$ cat src/rtl/lock_ctrl_pkg.sv
// Shared types and helpers for the lock attempt controller.
// Optional alarm latch is enabled with the LOCK_ALARM_EN macro.
package lock_ctrl_pkg;

  typedef enum logic [2:0] {
    IDLE,
    SEND,
    WAIT,
    UNLOCK,
    LOCKOUT
  } lock_state_t;

  typedef enum logic [1:0] {
    RES_NONE,
    RES_PASS,
    RES_FAIL
  } result_t;

  // Width of a down-counter able to hold the largest of the three periods.
  function automatic int timer_width(input int a, input int b, input int c);
    int m;
    m = a;
    if (b > m) m = b;
    if (c > m) m = c;
    return $clog2(m + 1);
  endfunction

endpackage

$ cat src/rtl/lock_timer.sv
// Loadable down-counter shared by response timeout, unlock and lockout.
// Counts down to zero and holds there; done is high while the count is zero.
module lock_timer #(
  parameter int W = 10
) (
  input  logic         clk,
  input  logic         rstn,
  input  logic         load,
  input  logic [W-1:0] load_value,
  output logic         done
);

  logic [W-1:0] count_reg;

  always_ff @(posedge clk or negedge rstn) begin
    if (!rstn) begin
      count_reg <= '0;
    end else if (load) begin
      count_reg <= load_value;
    end else if (count_reg != '0) begin
      count_reg <= count_reg - 1'b1;
    end
  end

  assign done = (count_reg == '0);

endmodule

$ cat src/rtl/lock_attempt_ctrl.sv
// Sequences code attempts into a serial password checker, drives unlock and
// enforces a lockout after repeated failures. Alarm latch under LOCK_ALARM_EN.
module lock_attempt_ctrl
  import lock_ctrl_pkg::*;
#(
  parameter int CODE_W         = 4,
  parameter int MAX_FAILS      = 3,
  parameter int UNLOCK_CYCLES  = 50,
  parameter int LOCKOUT_CYCLES = 1000,
  parameter int RESP_TIMEOUT   = 8
) (
  input  logic                           clk,
  input  logic                           rstn,
  input  logic                           code_valid,
  output logic                           code_ready,
  input  logic [CODE_W-1:0]              code_in,
  output logic                           chk_ser_valid,
  output logic                           chk_ser_data,
  input  logic                           chk_out_valid,
  input  logic                           chk_out,
  output logic                           unlock,
  output logic                           locked_out,
  output logic [$clog2(MAX_FAILS+1)-1:0] fail_cnt,
  output logic                           alarm,
  input  logic                           alarm_clr
);

  localparam int FW = $clog2(MAX_FAILS + 1);
  localparam int TW = timer_width(LOCKOUT_CYCLES, UNLOCK_CYCLES, RESP_TIMEOUT);
  localparam int BW = (CODE_W > 1) ? $clog2(CODE_W) : 1;

  lock_state_t       state_reg, state_next;
  result_t           sticky_reg, sticky_next;
  result_t           res;
  logic [CODE_W-1:0] shift_reg, shift_next;
  logic [BW-1:0]     bit_cnt_reg, bit_cnt_next;
  logic [FW-1:0]     fail_cnt_reg, fail_cnt_next, fail_inc;
  logic              code_ready_reg, code_ready_next;
  logic              ser_valid_reg, ser_valid_next;
  logic              ser_data_reg, ser_data_next;
  logic              unlock_reg, unlock_next;
  logic              locked_reg, locked_next;
  logic              alarm_set;
  logic              tmr_load, tmr_done;
  logic [TW-1:0]     tmr_value;

  lock_timer #(.W(TW)) u_timer (
    .clk       (clk),
    .rstn      (rstn),
    .load      (tmr_load),
    .load_value(tmr_value),
    .done      (tmr_done)
  );

  always_ff @(posedge clk or negedge rstn) begin
    if (!rstn) begin
      state_reg      <= IDLE;
      sticky_reg     <= RES_NONE;
      shift_reg      <= '0;
      bit_cnt_reg    <= '0;
      fail_cnt_reg   <= '0;
      code_ready_reg <= 1'b0;
      ser_valid_reg  <= 1'b0;
      ser_data_reg   <= 1'b0;
      unlock_reg     <= 1'b0;
      locked_reg     <= 1'b0;
    end else begin
      state_reg      <= state_next;
      sticky_reg     <= sticky_next;
      shift_reg      <= shift_next;
      bit_cnt_reg    <= bit_cnt_next;
      fail_cnt_reg   <= fail_cnt_next;
      code_ready_reg <= code_ready_next;
      ser_valid_reg  <= ser_valid_next;
      ser_data_reg   <= ser_data_next;
      unlock_reg     <= unlock_next;
      locked_reg     <= locked_next;
    end
  end

  always_comb begin
    state_next      = state_reg;
    sticky_next     = sticky_reg;
    shift_next      = shift_reg;
    bit_cnt_next    = bit_cnt_reg;
    fail_cnt_next   = fail_cnt_reg;
    code_ready_next = code_ready_reg;
    ser_valid_next  = ser_valid_reg;
    ser_data_next   = ser_data_reg;
    unlock_next     = unlock_reg;
    locked_next     = locked_reg;
    alarm_set       = 1'b0;
    tmr_load        = 1'b0;
    tmr_value       = '0;
    res             = RES_NONE;
    fail_inc        = (fail_cnt_reg == FW'(MAX_FAILS)) ? fail_cnt_reg : fail_cnt_reg + 1'b1;

    case (state_reg)
      IDLE: begin
        code_ready_next = 1'b1;
        if (code_valid && code_ready_reg) begin
          state_next      = SEND;
          shift_next      = code_in;
          bit_cnt_next    = '0;
          sticky_next     = RES_NONE;
          code_ready_next = 1'b0;
          ser_valid_next  = 1'b1;
          ser_data_next   = code_in[CODE_W-1];
        end
      end

      SEND: begin
        // Early results are only remembered; all bits are always sent.
        if (chk_out_valid) begin
          sticky_next = RES_FAIL;
        end else if (chk_out && sticky_reg == RES_NONE) begin
          sticky_next = RES_PASS;
        end
        if (bit_cnt_reg == BW'(CODE_W - 1)) begin
          state_next     = WAIT;
          ser_valid_next = 1'b0;
          ser_data_next  = 1'b0;
          tmr_load       = 1'b1;
          tmr_value      = TW'(RESP_TIMEOUT - 1);
        end else begin
          bit_cnt_next  = bit_cnt_reg + 1'b1;
          shift_next    = shift_reg << 1;
          ser_data_next = shift_next[CODE_W-1];
        end
      end

      WAIT: begin
        // The sticky flag only matters on the first WAIT cycle.
        sticky_next = RES_NONE;
        if (chk_out_valid || sticky_reg == RES_FAIL) begin
          res = RES_FAIL;
        end else if (chk_out) begin
          res = RES_PASS;
        end else if (tmr_done) begin
          res = RES_FAIL;
        end

        if (res == RES_PASS) begin
          state_next    = UNLOCK;
          unlock_next   = 1'b1;
          fail_cnt_next = '0;
          tmr_load      = 1'b1;
          tmr_value     = TW'(UNLOCK_CYCLES - 1);
        end else if (res == RES_FAIL) begin
          fail_cnt_next = fail_inc;
          if (fail_inc == FW'(MAX_FAILS)) begin
            state_next  = LOCKOUT;
            locked_next = 1'b1;
            alarm_set   = 1'b1;
            tmr_load    = 1'b1;
            tmr_value   = TW'(LOCKOUT_CYCLES - 1);
          end else begin
            state_next      = IDLE;
            code_ready_next = 1'b1;
          end
        end
      end

      UNLOCK: begin
        if (tmr_done) begin
          state_next      = IDLE;
          unlock_next     = 1'b0;
          code_ready_next = 1'b1;
        end
      end

      LOCKOUT: begin
        if (tmr_done) begin
          state_next      = IDLE;
          locked_next     = 1'b0;
          fail_cnt_next   = '0;
          code_ready_next = 1'b1;
        end
      end

      default: begin
        state_next = IDLE;
      end
    endcase
  end

  assign code_ready    = code_ready_reg;
  assign chk_ser_valid = ser_valid_reg;
  assign chk_ser_data  = ser_data_reg;
  assign unlock        = unlock_reg;
  assign locked_out    = locked_reg;
  assign fail_cnt      = fail_cnt_reg;

`ifdef LOCK_ALARM_EN
  logic alarm_reg;

  // Clear wins over a simultaneous set.
  always_ff @(posedge clk or negedge rstn) begin
    if (!rstn) begin
      alarm_reg <= 1'b0;
    end else if (alarm_clr) begin
      alarm_reg <= 1'b0;
    end else if (alarm_set) begin
      alarm_reg <= 1'b1;
    end
  end

  assign alarm = alarm_reg;
`else
  logic unused_alarm;
  assign unused_alarm = alarm_clr ^ alarm_set;
  assign alarm        = 1'b0;
`endif

endmodule

$ cat config.mk
export PLATFORM = sky130hd
export DESIGN_NAME = lock_attempt_ctrl
export DESIGN_NICKNAME = d
export VERILOG_FILES = /design/src/rtl/lock_ctrl_pkg.sv /design/src/rtl/lock_timer.sv /design/src/rtl/lock_attempt_ctrl.sv
export SDC_FILE = /design/constraint.sdc
export NUM_CORES = 1
export LEC_CHECK = 0
export ABC_AREA = 1
export CAP_MARGIN = 20
export CELL_PAD_IN_SITES_DETAIL_PLACEMENT = 1
export CELL_PAD_IN_SITES_GLOBAL_PLACEMENT = 1
export CORE_ASPECT_RATIO = 1.5
export CORE_MARGIN = 8
export CORE_UTILIZATION = 41
export CTS_CLUSTER_SIZE = 20
export DETAILED_ROUTE_END_ITERATION = 8
export PLACE_DENSITY_LB_ADDON = 0.2
export SLEW_MARGIN = 20
export SYNTH_ARGS = -nofsm -noshare
export SYNTH_HDL_FRONTEND = slang
export SYNTH_HIERARCHICAL = 1
export SYNTH_SLANG_ARGS = --single-unit
$ cat constraint.sdc
create_clock -name clk -period 3.4 [get_ports clk]
set_clock_uncertainty 0.15 [all_clocks]
set_input_delay 0.68 -clock clk [delete_from_list [all_inputs] [get_ports clk]]
set_output_delay 0.68 -clock clk [all_outputs]
set_load 0.02 [all_outputs]
# Yosys cells after proc, flatten, opt, wreduce, memory -nomap -nowiden
# Index checks and enable logic that the tools add are counted.
[totals] memories=0 out_inout_bits=8 mem_bits_rw=0 latch_bits=0 romBits=0 input_bits=10 ff_bits=27 word_cells=116
[classes] reduce_logical=23 n_addsub=3 order_cmp=0 mux=56 eq_ne=23 n_bitwise=0 n_div=0 shifts=0 mul=0
[ops] op="10-bit two-way mux" count=5
[ops] op="3-bit two-way mux" count=9
[ops] op="2-bit two-way mux" count=12
[ops] op="2-bit != test, second input constant" count=10
[ops] op="10-bit case mux with 2 select lines" count=1
[ops] op="1-bit two-way mux" count=18
[ops] op="3-bit AND reduction" count=5
[ops] op="3-bit case mux with 4 select lines" count=1
[ops] op="2-bit == test, second input constant" count=5
[ops] op="10-bit zero test" count=1
[ops] op="1-bit case mux with 2 select lines" count=5
[ops] op="5-bit AND reduction" count=2
[ops] op="10-bit nonzero test" count=1
[ops] op="10-bit by 1-bit subtractor with 10-bit output, second input constant" count=1
[ops] op="2-bit case mux with 2 select lines" count=2
[ops] op="2-bit nonzero test" count=4
[ops] op="3-bit by 2-bit == test with 1-bit output, second input constant" count=2
[ops] op="3-bit != test, second input constant" count=2
[ops] op="2-bit case mux with 3 select lines" count=1
[ops] op="3-bit case mux with 2 select lines" count=1
[ops] op="3-bit nonzero test" count=2
[ops] op="2-bit by 1-bit adder with 2-bit output, second input constant" count=2
[ops] op="4-bit AND reduction" count=1
[ops] op="3-bit by 1-bit == test with 1-bit output, second input constant" count=1
[ops] op="other kinds (10)" count=11

# Longest topological paths before layout
[depth] ltp_word=10 mapped_depth=19 depth_no_buf=17

# Modules after synthesis
# Netlist, hierarchy kept.
[modules_own_cells] module="lock_attempt_ctrl" area_per_inst_um2=1079.8 n_inst=1 cells_each=145 seq_area_each_um2=425.4
[modules_own_cells] module="lock_timer" area_per_inst_um2=718.2 n_inst=1 cells_each=96 seq_area_each_um2=250.2

# Worst setup path after synthesis
# No wires, ideal clock.
[synth_timing] path_type="flip-flop to flip-flop" start="register u_timer.count_reg[0]" end="register u_timer.count_reg[0]" setup_slack_ps=733 n_path_buf=2 synth_period_minus_slack_ps=2667 setup_ps=121 t_arrival_ps=2396 required_time_ps=3129 path_stages_with_launch=19 cell_sequence="dfrtp_1 > inv_1 > ha_1 > nand2_2 > nor2_8 > nand3_2 > inv_1 > inv_1 > o21ai_0 > inv_1 > ha_1 > nand2_4 > nand3_1 > buf_4 > inv_2 > buf_8 > nand4_1 > nand2_1 > o21ai_1"
[synth_via] elab_chain_len=10 elab_cells_between_ends=18 classes_between="add/sub (1); eq/ne (2); mux (12); reduce/logical (3)"
[synth_lines] element="start, declared" line_no="lock_timer.sv:13" rtl="logic [W-1:0] count_reg;"
[synth_lines] element="start signal, assigned" line_no="lock_timer.sv:19" rtl="count_reg <= load_value;"
[synth_lines] element="start signal, assigned" line_no="lock_timer.sv:21" rtl="count_reg <= count_reg - 1'b1;"
[synth_lines] element="10-bit zero test (*)" line_no="lock_timer.sv:25" rtl="assign done = (count_reg == '0);"
[synth_lines] element="via tmr_done" line_no="lock_attempt_ctrl.sv:44" rtl="logic tmr_load, tmr_done;"
[synth_lines] element="2-bit two-way mux (*)" line_no="lock_attempt_ctrl.sv:139" rtl="end else if (tmr_done) begin"
[synth_lines] element="2-bit two-way mux (*)" line_no="lock_attempt_ctrl.sv:137" rtl="end else if (chk_out) begin"
[synth_lines] element="2-bit two-way mux (*)" line_no="lock_attempt_ctrl.sv:135" rtl="if (chk_out_valid || sticky_reg == RES_FAIL) begin"
[synth_lines] element="2-bit two-way mux (*)" line_no="lock_attempt_ctrl.sv:98" rtl="case (state_reg)"
[synth_lines] element="2-bit == test" line_no="lock_attempt_ctrl.sv:149" rtl="end else if (res == RES_FAIL) begin"
[synth_lines] element="1-bit two-way mux"
[synth_lines] element="1-bit two-way mux (*)" line_no="lock_attempt_ctrl.sv:143" rtl="if (res == RES_PASS) begin"
[synth_lines] element="1-bit case mux with 2 select lines (*)" line_no="lock_attempt_ctrl.sv:98"
[synth_lines] element="via tmr_load" line_no="lock_attempt_ctrl.sv:44"
[synth_lines] element="10-bit two-way mux / 2-bit nonzero test (equally long branches)"
# Mark *: on every way through the listed nets, which the timed path passes. The rest lies on a longest branch. The select of a mux whose other input is x is not followed.
# A chain may end at the register's enable or synchronous reset.

# Worst setup path after layout
# Same ends and word-level chain as after synthesis.

==> impl_metrics.toml <==
[clocking]
cts_root_buf = "clkbuf_8"
cts_tree = "done"
post-cts-setup-buffers = 0
clk-insertion-delay-late_ns = 0.28
htreeDepth = 1
cts_buffers = 3
cts_hold_buf = 0
cts_resized = 0
clock_path_buffers = 2
clkSinkCount = 27
path_clk_slew_ns = 0.10

[sta]
hold-worst-slack_ns = 0.3328
period_share = 0.8778
final_hold_viol_count = 0
fin_tns_setup_ns = 0
report.final.slew_viol_count = 0
setup_violations = 0
period_needed_ns = 2.985
fmax_mhz = 335.1
rsz0062_at_grt = "no"
layout_setup_ws_ns = 0.4155

[run_status]
outcome = "finished clean"

[logic_synthesis]
synth.area.top_cells = "dfrtp_1 38%, nand2_1 13%, inv_1 6.5%"
ys_seq_area_frac = 0.3758
ys_seq_elements = 27
netlist_area_um2 = 1798
postSynthAreaPerCell_um2 = 7.460
ys_types = 31
synth_edf_count = 0
async_reset_ff_frac = 1.000
synth_top_cell_area_share = 0.3758
ys_warn_count = 6
ys.flop_type = "dfrtp_1"
synth.most_common_cell = "nand2_1"
synthCells = 241
yosysTopAreaCell = "dfrtp_1"
synth_common_cells = "61 x nand2_1, 31 x inv_1, 27 x dfrtp_1, 21 x nor2_1, 16 x nand3_1"

[finish]
drive_above_1_share = 0.1654
fin_cells = 306
design_area_um2 = 2043
fillers = 535
diodes = 0
final_nets = 275
final_util = 0.4854
syn2layout_area_growth_pct = 13.64
largest_reg_flops = 10

[job]
drv_cap = 0

[drt]
drtIter0Drc = 50
via_count = 1550
via_per_inst = 5.065
antenna_left = 0
highest_layer = "met4"
post_drt_wl_per_cell_um = 13.59
dr.pass1.iters = 4
finalWirelength_um = 4160
met3_length_um = 86
wl_met1_um = 1641
wl_met2_um = 2383
drc = 0

[grt]
grt_pass1_wl_um = 7679
grt_use_total = 0.1311
overflow = 0
antenna_found_initial = 0
grt_max_degree = 28
grt_pass1_vias = 1702

[floorplan]
coreArea_um2 = 4209
rows = 29
die_area_um2 = 6804
start_util = 0.4272
io_pins = 18
chipHeight_um = 97.11
die_w_um = 70.07

[pwr]
p_per_area_nw_per_um2 = 916.6
peakVddDrop_mv = 0.4831
p_leak_nw = 1.085
total_power_mw = 1.873

[critical_path]
reg2reg_depth = 16
critical_path_class = "reg2reg"
r2r-start = "u_timer/count_reg[0]"
ff2ff_setup_slack_ns = 0.42
cp_max_fo = 12
crit_path_end_kind = "flip-flop"
arrival_ns = 3.01
worst_r2r_endpoint = "u_timer/count_reg[0]"
required_ns = 3.42
start_kind = "flip-flop"

[min_path]
hold_depth = 2
hold_path_class = "reg2reg"
holdPathEnd = "chk_ser_valid"
hp-start = "chk_ser_valid"

[place]
io_buffers = 15
dpl_cell_area_um2 = 1994
dp_slack_ns = 0.3636
dp_hpwl_um = 3359
dp_cells = 302
gp_congestion = 0.8120
## how the worst max path moves through the flow
| stage | startpoint | to | slack, ns | depth (start not counted) |
|---|---|---|---|---|
| final | u_timer/count_reg[0] | u_timer/count_reg[0] | 0.42 | 16 |
| after global routing | u_timer/count_reg[0] | u_timer/count_reg[0] | 0.14 | 16 |
| after detailed placement | u_timer/count_reg[0] | u_timer/count_reg[0] | 0.36 | 16 |
| after global placement | u_timer/count_reg[0] | u_timer/count_reg[0] | 0.41 | 16 |
| after CTS | u_timer/count_reg[0] | u_timer/count_reg[0] | 0.35 | 16 |
| after floorplan | u_timer/count_reg[0] | u_timer/count_reg[0] | 0.73 | 18 |
## critical path, stage by stage (launching register included)
cell and delay (ns):
dfrtp_1 0.39, inv_1 0.10, ha_1 0.22, nand2_2 0.12
nor2_8 0.17, nand3_2 0.12, inv_1 0.09, inv_1 0.10
o21ai_0 0.25, inv_1 0.07, ha_1 0.26, nand2_4 0.13
nand3_1 0.12, inv_2 0.21, nand4_1 0.22, nand2_1 0.10
o21ai_1 0.06
## logic make-up (layout without fill, tap and decap cells)
group,after synthesis,after routing,synth area share
fa+ha+maj,4,4,0.02784
xor+xnor,1,1,0.004872
buf+inv,43,61,0.1037
other cells,1,2,0.002086
simple gates,130,130,0.3800
flops,27,27,0.3758
compound gates,35,35,0.1058
## placed cells by master, fill, tap and decap left out, types with 6 or more instances in the layout
cell,n
a21oi_1,6
nand3_1,16
clkdlybuf4s50_1,15
inv_1,31
dfrtp_1,27
o21ai_0,13
nor2_1,21
o21ai_1,11
nand2_1,61
inv_2,6
## routing by layer
metal	up-vias	track usage
met1	733	0.1322
met4	0	0.03261
li1	797	-
met5	-	0
met3	4	0.01636
met2	16	0.2653
## power breakdown
| part | total, mW | leakage [nW] | internal (mW) | switching [mW] |
|---|---|---|---|---|
| Combinational | 1.08 | 0.735 | 0.398 | 0.678 |
| Sequential | 0.602 | 0.328 | 0.472 | 0.130 |
| Clock | 0.195 | 0.0217 | 0.0833 | 0.111 |
| Total | 1.87 | 1.09 | 0.953 | 0.920 |
## layout make-up
class,count,area [um^2],share of cell area
repair buffers,17,165.2,0.08083
clock inverters,1,7.507,0.003674
clock buffers,3,41.29,0.02021
inverters,40,156.4,0.07655
flip-flops and latches,27,675.6,0.3307
well taps,46,57.56,0.02817
multi-input cells,172,939.7,0.4599
Note: power is estimated with default switching activity, not from simulation.
